## config.mk

```make
export PLATFORM = sky130hd
export DESIGN_NAME = uart_rx_fifo
export DESIGN_NICKNAME = d
export VERILOG_FILES = /design/src/rtl/uart_rx_fifo_pkg.sv /design/src/rtl/uart_rx_fifo_sync_fifo.sv /design/src/rtl/uart_rx_fifo.sv
export SDC_FILE = /design/constraint.sdc
export NUM_CORES = 1
export LEC_CHECK = 0
export BUFFER_PORTS_ARGS = -buffer_cell sky130_fd_sc_hd__buf_2
export CAP_MARGIN = 20
export CORE_MARGIN = 3
export CORE_UTILIZATION = 55
export DETAILED_ROUTE_END_ITERATION = 12
export GPL_TIMING_DRIVEN = 1
export HOLD_SLACK_MARGIN = 0.02
export PLACE_DENSITY = 0.73
export SLEW_MARGIN = 20
export SYNTH_ARGS = -nofsm -noshare
export SYNTH_HDL_FRONTEND = slang
export SYNTH_SLANG_ARGS = --single-unit
```

## constraint.sdc

```tcl
create_clock -name clk -period 3.1 [get_ports clk]
set_input_delay 0.775 -clock clk [delete_from_list [all_inputs] [get_ports clk]]
set_output_delay 0.775 -clock clk [all_outputs]
set_load 0.01 [all_outputs]
```

## src/rtl/uart_rx_fifo_pkg.sv

```systemverilog
// uart_rx_fifo_pkg: shared UART widths and receive-buffer defaults
package uart_rx_fifo_pkg;
    localparam int UART_DATA_W   = 8;
    localparam int RX_FIFO_DEPTH = 16;
endpackage

```

## src/rtl/uart_rx_fifo_sync_fifo.sv

```systemverilog
// sync_fifo: show-ahead synchronous FIFO with occupancy count, reusable on the TX side
module sync_fifo #(
    parameter int DEPTH = 16,
    parameter int WIDTH = 8
) (
    input  logic                       clk,
    input  logic                       rst,
    input  logic                       push,
    input  logic [WIDTH-1:0]           wr_data,
    input  logic                       pop,
    output logic [WIDTH-1:0]           rd_data,
    output logic                       full,
    output logic                       empty,
    output logic [$clog2(DEPTH):0]     count
);
    localparam int AW = $clog2(DEPTH);
    localparam logic [AW:0] FULL_CNT = (AW+1)'(DEPTH);

    logic [WIDTH-1:0] r_mem [DEPTH];
    logic [AW-1:0]    r_wr_ptr, r_rd_ptr;
    logic [AW:0]      r_count;
    logic             w_push, w_pop;

    assign full    = r_count == FULL_CNT;
    assign empty   = r_count == '0;
    assign count   = r_count;
    assign rd_data = empty ? '0 : r_mem[r_rd_ptr];
    assign w_pop   = pop & ~empty;
    assign w_push  = push & (~full | w_pop);

    // pointers wrap naturally at DEPTH; count tracks net push/pop
    always_ff @(posedge clk) begin
        if (rst) begin
            r_wr_ptr <= '0;
            r_rd_ptr <= '0;
            r_count  <= '0;
        end else begin
            r_wr_ptr <= r_wr_ptr + AW'(w_push);
            r_rd_ptr <= r_rd_ptr + AW'(w_pop);
            r_count  <= (w_push & ~w_pop) ? r_count + 1'b1 :
                        (w_pop & ~w_push) ? r_count - 1'b1 : r_count;
        end
    end

    // storage is deliberately left unreset
    always_ff @(posedge clk) begin
        if (w_push) r_mem[r_wr_ptr] <= wr_data;
    end
endmodule

```

## src/rtl/uart_rx_fifo.sv

```systemverilog
// uart_rx_fifo: captures each completed uart_rx byte into a FIFO and flags overruns
module uart_rx_fifo
    import uart_rx_fifo_pkg::*;
#(
    parameter int DEPTH = RX_FIFO_DEPTH,
    parameter int WIDTH = UART_DATA_W
) (
    input  logic                       clk,
    input  logic                       rst,
    input  logic                       rx_rdy,
    input  logic [WIDTH-1:0]           rx_data,
    input  logic                       rd_en,
    output logic [WIDTH-1:0]           rd_data,
    output logic                       empty,
    output logic                       full,
    output logic [$clog2(DEPTH):0]     count,
    output logic                       overrun,
    input  logic                       ovr_clr
);
    logic r_rdy_q, r_overrun;
    logic w_push, w_drop;

    assign w_push  = rx_rdy & ~r_rdy_q;
    assign w_drop  = w_push & full & ~rd_en;
    assign overrun = r_overrun;

    // rdy_q resets high so a byte already ready at reset release is not pushed
    always_ff @(posedge clk) begin
        r_rdy_q <= rst ? 1'b1 : rx_rdy;
    end

    // sticky overrun; a drop in the same cycle as a clear wins
    always_ff @(posedge clk) begin
        r_overrun <= rst ? 1'b0 : w_drop ? 1'b1 : ovr_clr ? 1'b0 : r_overrun;
    end

    sync_fifo #(.DEPTH(DEPTH), .WIDTH(WIDTH)) u_fifo (
        .clk     (clk),
        .rst     (rst),
        .push    (w_push),
        .wr_data (rx_data),
        .pop     (rd_en),
        .rd_data (rd_data),
        .full    (full),
        .empty   (empty),
        .count   (count)
    );
endmodule

```

== Yosys cells after proc, flatten, opt, wreduce, memory -nomap -nowiden ==
Memories as Yosys holds them, arrays and structs flattened. A register that Yosys moved wholly into a read port is not among the register bits.
Index checks and enable logic that the tools add are counted.
Operators by class
  $add $sub $neg: 4
  eq/ne operators: 1
  muxes and demuxes: 8
  bitwise logic cells: 14
  reduce and logical (&&, ||, !) cells: 3
Operators with widths (count)
  5-bit two-way mux: 2
  4-bit by 1-bit adder with 4-bit output: 2
  8-bit two-way mux: 1
  1-bit AND: 7
  1-bit inverter: 6
  5-bit by 1-bit adder with 5-bit output (second input constant): 1
  5-bit equality test (second input constant): 1
  5-bit logical NOT: 1
  5-bit by 1-bit subtractor with 5-bit output (second input constant): 1
  1-bit two-way mux: 4
  4-bit two-way mux: 1
  2-bit nonzero test: 2
  1-bit bitwise OR: 1
Storage, ports and cells
  register bits after elaboration: 15
  RAM bits: 128
  memories: 1
Memories
  u_fifo.r_mem: depth 16, bits a word 8, rd ports 1, clocked after memory_dff 1, write ports 1, RTL line uart_rx_fifo_sync_fifo.sv:19  | logic [WIDTH-1:0] r_mem [DEPTH];

== Depth between registers and ports, before layout ==
  depth after elaboration: 9
  mapped depth: 11

== By module ==
A second synthesis with hierarchy kept.
Unflattened totals
  cell total of the unflattened synthesis: 311
  area total of the unflattened synthesis: 5785.5 µm²
By module, submodules not included
  sync_fifo: instances 1, cells each 304, area each 5709.2 µm²
  uart_rx_fifo: instances 1, cells each 7, area each 76.3 µm²

== Least setup slack after synthesis ==
OpenSTA, ideal clock, no wires.
  kind: reg2reg
  from: reg u_fifo.r_count[0] (netlist: u_fifo.count[0])
  to: reg u_fifo.r_count[4] (netlist: u_fifo.count[4])
  library setup time: 0.121 ns
  arrival: 2.621 ns
  required time: 2.979 ns
  setup slack: 0.358 ns
  stages on the path, launching flop included: 12
  period minus slack after synthesis: 2.742 ns
  cell sequence: dfxtp_1 > nor4_1 > nor2b_1 > buf_2 > nand2b_1 > ha_1 > inv_1 > ha_1 > a21oi_1 > a211oi_1 > a31oi_1 > mux2_2
Between the ends
  word-level cells in the longest chain between the ends: 8
  elaborated cells between the ends (all ways): 16
Ends and longest elaborated chain
  start: declaration: RTL line uart_rx_fifo_sync_fifo.sv:21  | logic [AW:0] r_count;
  start signal: assignment: RTL line uart_rx_fifo_sync_fifo.sv:40  | r_count <= (w_push & ~w_pop) ? r_count + 1'b1 :
  5-bit logical NOT (*): RTL line uart_rx_fifo_sync_fifo.sv:25  | assign empty = r_count == '0;
  net empty: RTL line uart_rx_fifo.sv:14  | output logic empty,
  1-bit inverter (*): RTL line uart_rx_fifo_sync_fifo.sv:28  | assign w_pop = pop & ~empty;
  1-bit AND (*): RTL line uart_rx_fifo_sync_fifo.sv:28
  1-bit bitwise OR: RTL line uart_rx_fifo_sync_fifo.sv:29  | assign w_push = push & (~full | w_pop);
  1-bit AND: RTL line uart_rx_fifo_sync_fifo.sv:29
  1-bit inverter: RTL line uart_rx_fifo_sync_fifo.sv:41  | (w_pop & ~w_push) ? r_count - 1'b1 : r_count;
  1-bit AND: RTL line uart_rx_fifo_sync_fifo.sv:41
  2-bit nonzero test (no source line)
Mark *: on every way through the listed nets, which the timed path passes. The rest lies on a longest branch. The select of a mux whose other input is x is not followed.
A chain may end at the register's enable or synchronous reset.

==> impl_metrics.ini <==
[place]
hpwl_um = 6850
gp_congestion = 0.722
dpl.cell_count = 476
io_buffers = 28

[critical_path]
arrival_ns = 2.26
crit_start = u_fifo.r_rd_ptr[0]
worstSetupPathType = reg2out
crit_fanout = 11
rr_endpoint = u_fifo.count[4]
r2r_start = u_fifo.count[0]
cp-end-kind = output pin
cp.required_ns = 2.32
startpoint_type = flip-flop
cp-endpoint = rd_data[3]
rrSetupSlack_ns = 0.43
reg2reg_depth = 10

[finish]
layout-drive-gt1-share_pct = 30.7
fin_nets = 391
areaGrowthSynthToFinish_pct = 18.9
layout_common_cells = edfxtp_1 (128), buf_2 (28), buf_4 (28)
layout_commonest_cell = edfxtp_1
fillers = 648
diodes = 0
final_cells = 514

[die]
dieWidth_um = 109
initial_core_util_pct = 57.9
ios = 29
core_um2 = 10000
rows = 36
dieHeight_um = 109
die_area_um2 = 11900

[global_routing]
track_usage_pct = 20.8
overflow = 0
grt_pass1_wl_um = 17300
antenna_found_initial = 0
first_global_vias = 3098
grt_max_degree = 24

[clocking]
cts_made_buffers = 17
clock_sinks = 143
cts_root_buf = clkbuf_8
cts_tree = done
clk-insertion-delay-late_ns = 0.52
htreeDepth = 4
clk_pin_slew_ns = 0.06
ctsLongestPathBuffers = 2
cts_hold_buffers = 0

[timing]
setup_viol = 0
slew_headroom_pct = 73.6
fmax_mhz = 329
hold_violations = 0
rsz0062_at_grt = true
whs_ns = 0.468
clock_skew_ns = 0.00981
min_period_ns = 3.04
tightest_slew_ns = 0.394
timing.final.crit_share_pct = 97.9
setup_tns_ns = 0
drv_slew = 0

[synthesis]
syn_area_per_cell_um2 = 18.8
synth-seq-area-share_pct = 71.2
synthDistinctLibCells = 36
ys_warn_count = 0
async_reset_ff_share_pct = 0
netlist_area_um2 = 5820
synth_seq_cells = 143
synth-edff-count = 128
synth_ff_type = edfxtp_1
syn_nets = 331
netlist_instances = 309

[routing]
drtAntennaViolNets = 0
initialDrtViolationCount = 215
wl_um = 11200
vias_per_cell = 5.82
num_vias = 2991
drc = 0
dr.pass1.iters = 4
wl_per_cell_um = 21.8

[pwr]
leakage_nw = 2.36
p_sw_share_pct = 24.4
p_sw_mw = 1.32
pwr-share-clk_pct = 38.5
power_density_nw_per_um2 = 785
ir_drop_uv = 546
seq_power_share_pct = 40.4
p_comb_share_pct = 21.1
p_int_mw = 4.11

[hold_path]
hold_path.class = in2reg
hold-path-cell-count = 2

[outcome]
status = complete, no violations

[run]
drv_cap = 0
[synth_stat cells (3+ instances only)]
cell | number | share of area, %
xnor2_1 | 3 | 0.45
nand2_1 | 3 | 0.19
nand2b_1 | 4 | 0.43
mux4_2 | 22 | 8.5
nand3_1 | 4 | 0.34
a211oi_1 | 16 | 2.1
inv_1 | 5 | 0.32
xor2_1 | 3 | 0.45
nor2b_1 | 14 | 1.5
nor3_1 | 4 | 0.34
dfxtp_1 | 15 | 5.2
nor2_1 | 24 | 1.5
edfxtp_1 | 128 | 66
ha_1 | 8 | 1.7
buf_2 | 5 | 0.43
mux4_1 | 10 | 4.5
mux2i_1 | 9 | 1.5
a21oi_1 | 3 | 0.26
clkbuf_1 | 8 | 0.52
[power groups by stage]
stage | clock network, mW | registers (mW) | logic (mW)
6_report | 2.09 | 2.20 | 1.15
5_1_grt | 2.21 | 2.20 | 1.26
4_1_cts | 2.11 | 2.20 | 1.10
3_5_place_dp | 0 | 2.23 | 1.04
3_3_place_gp | 0 | 2.23 | 1.02
2_1_floorplan | 0 | 2.23 | 0.741
[critical path: stages (launching register included)]
cell	delay, ns
dfxtp_4	0.41
bufbuf_16	0.32
mux4_1	0.56
mux2i_1	0.15
a211oi_1	0.13
buf_2	0.17
[kinds of logic after synthesis]
logic type / after synthesis / share of synthesized area, %
compound gates: 24 / 3.16
xor+xnor: 6 / 0.903
buf+inv: 24 / 2.54
mux: 42 / 14.8
flops: 143 / 71.2
fa+ha+maj: 9 / 2.06
simple gates: 61 / 5.37
[worst min-delay path by stage]
stage | from | to | slack, ns
final | rx_rdy | r_rdy_q | 0.47
after global routing | rx_rdy | r_rdy_q | 0.46
after CTS | rx_rdy | r_rdy_q | 0.45
after detailed placement | overrun | overrun | 0.54
after global placement | u_fifo.r_rd_ptr[2] | u_fifo.r_rd_ptr[2] | 0.54
after floorplan | u_fifo.r_rd_ptr[1] | u_fifo.r_rd_ptr[1] | 0.56
[per-layer routing]
metal / share of wire [%] / GRT usage (%) / up-vias
li1: - / - / 1360
met1: 41 / 27.6 / 1527
met2: 52 / 33.9 / 94
met3: 6.0 / 5.09 / 10
met4: 1.1 / 7.48 / 0
met5: 0 / 0 / -
[through the flow]
stage                     total power, mW  area (um^2)  worst slack [ns]  util [%]
after floorplan                      2.97         5820             0.358         -
after global placement               3.25         6200             0.353      61.7
after detailed placement             3.27         6200             0.270      61.7
after CTS                            5.41         6850           -0.0128      68.2
after global routing                 5.67         6920           -0.0353      68.9
final                                5.43         6920            0.0642      68.9
[cell type report]
cell class | instances | area, um^2 | share of cell area [%]
flip-flops and latches | 143 | 4150 | 59.9
multi-input cells | 142 | 1540 | 22.2
repair buffers | 60 | 443 | 6.40
clock buffers | 17 | 414 | 5.98
clock inverters | 14 | 198 | 2.86
well taps | 133 | 166 | 2.40
inverters | 5 | 18.8 | 0.271
[state kept, by name, indices dropped and copies added, names as in the netlist]
| signal | flops |
|---|---|
| r_rdy_q | 1 |
| u_fifo.count | 5 |
| u_fifo.r_mem | 128 |
| u_fifo.r_rd_ptr | 4 |
| u_fifo.r_wr_ptr | 4 |
| overrun | 1 |
[timing repair]
item	4_1_cts	5_1_grt
gates cloned	1	0
endpoints found under the setup margin	5	7
buffers inserted	0	6
pin swaps	1	0
resized for setup	4	3
hold endpoints to repair	0	0
Note: power is estimated with default switching activity, not from simulation.
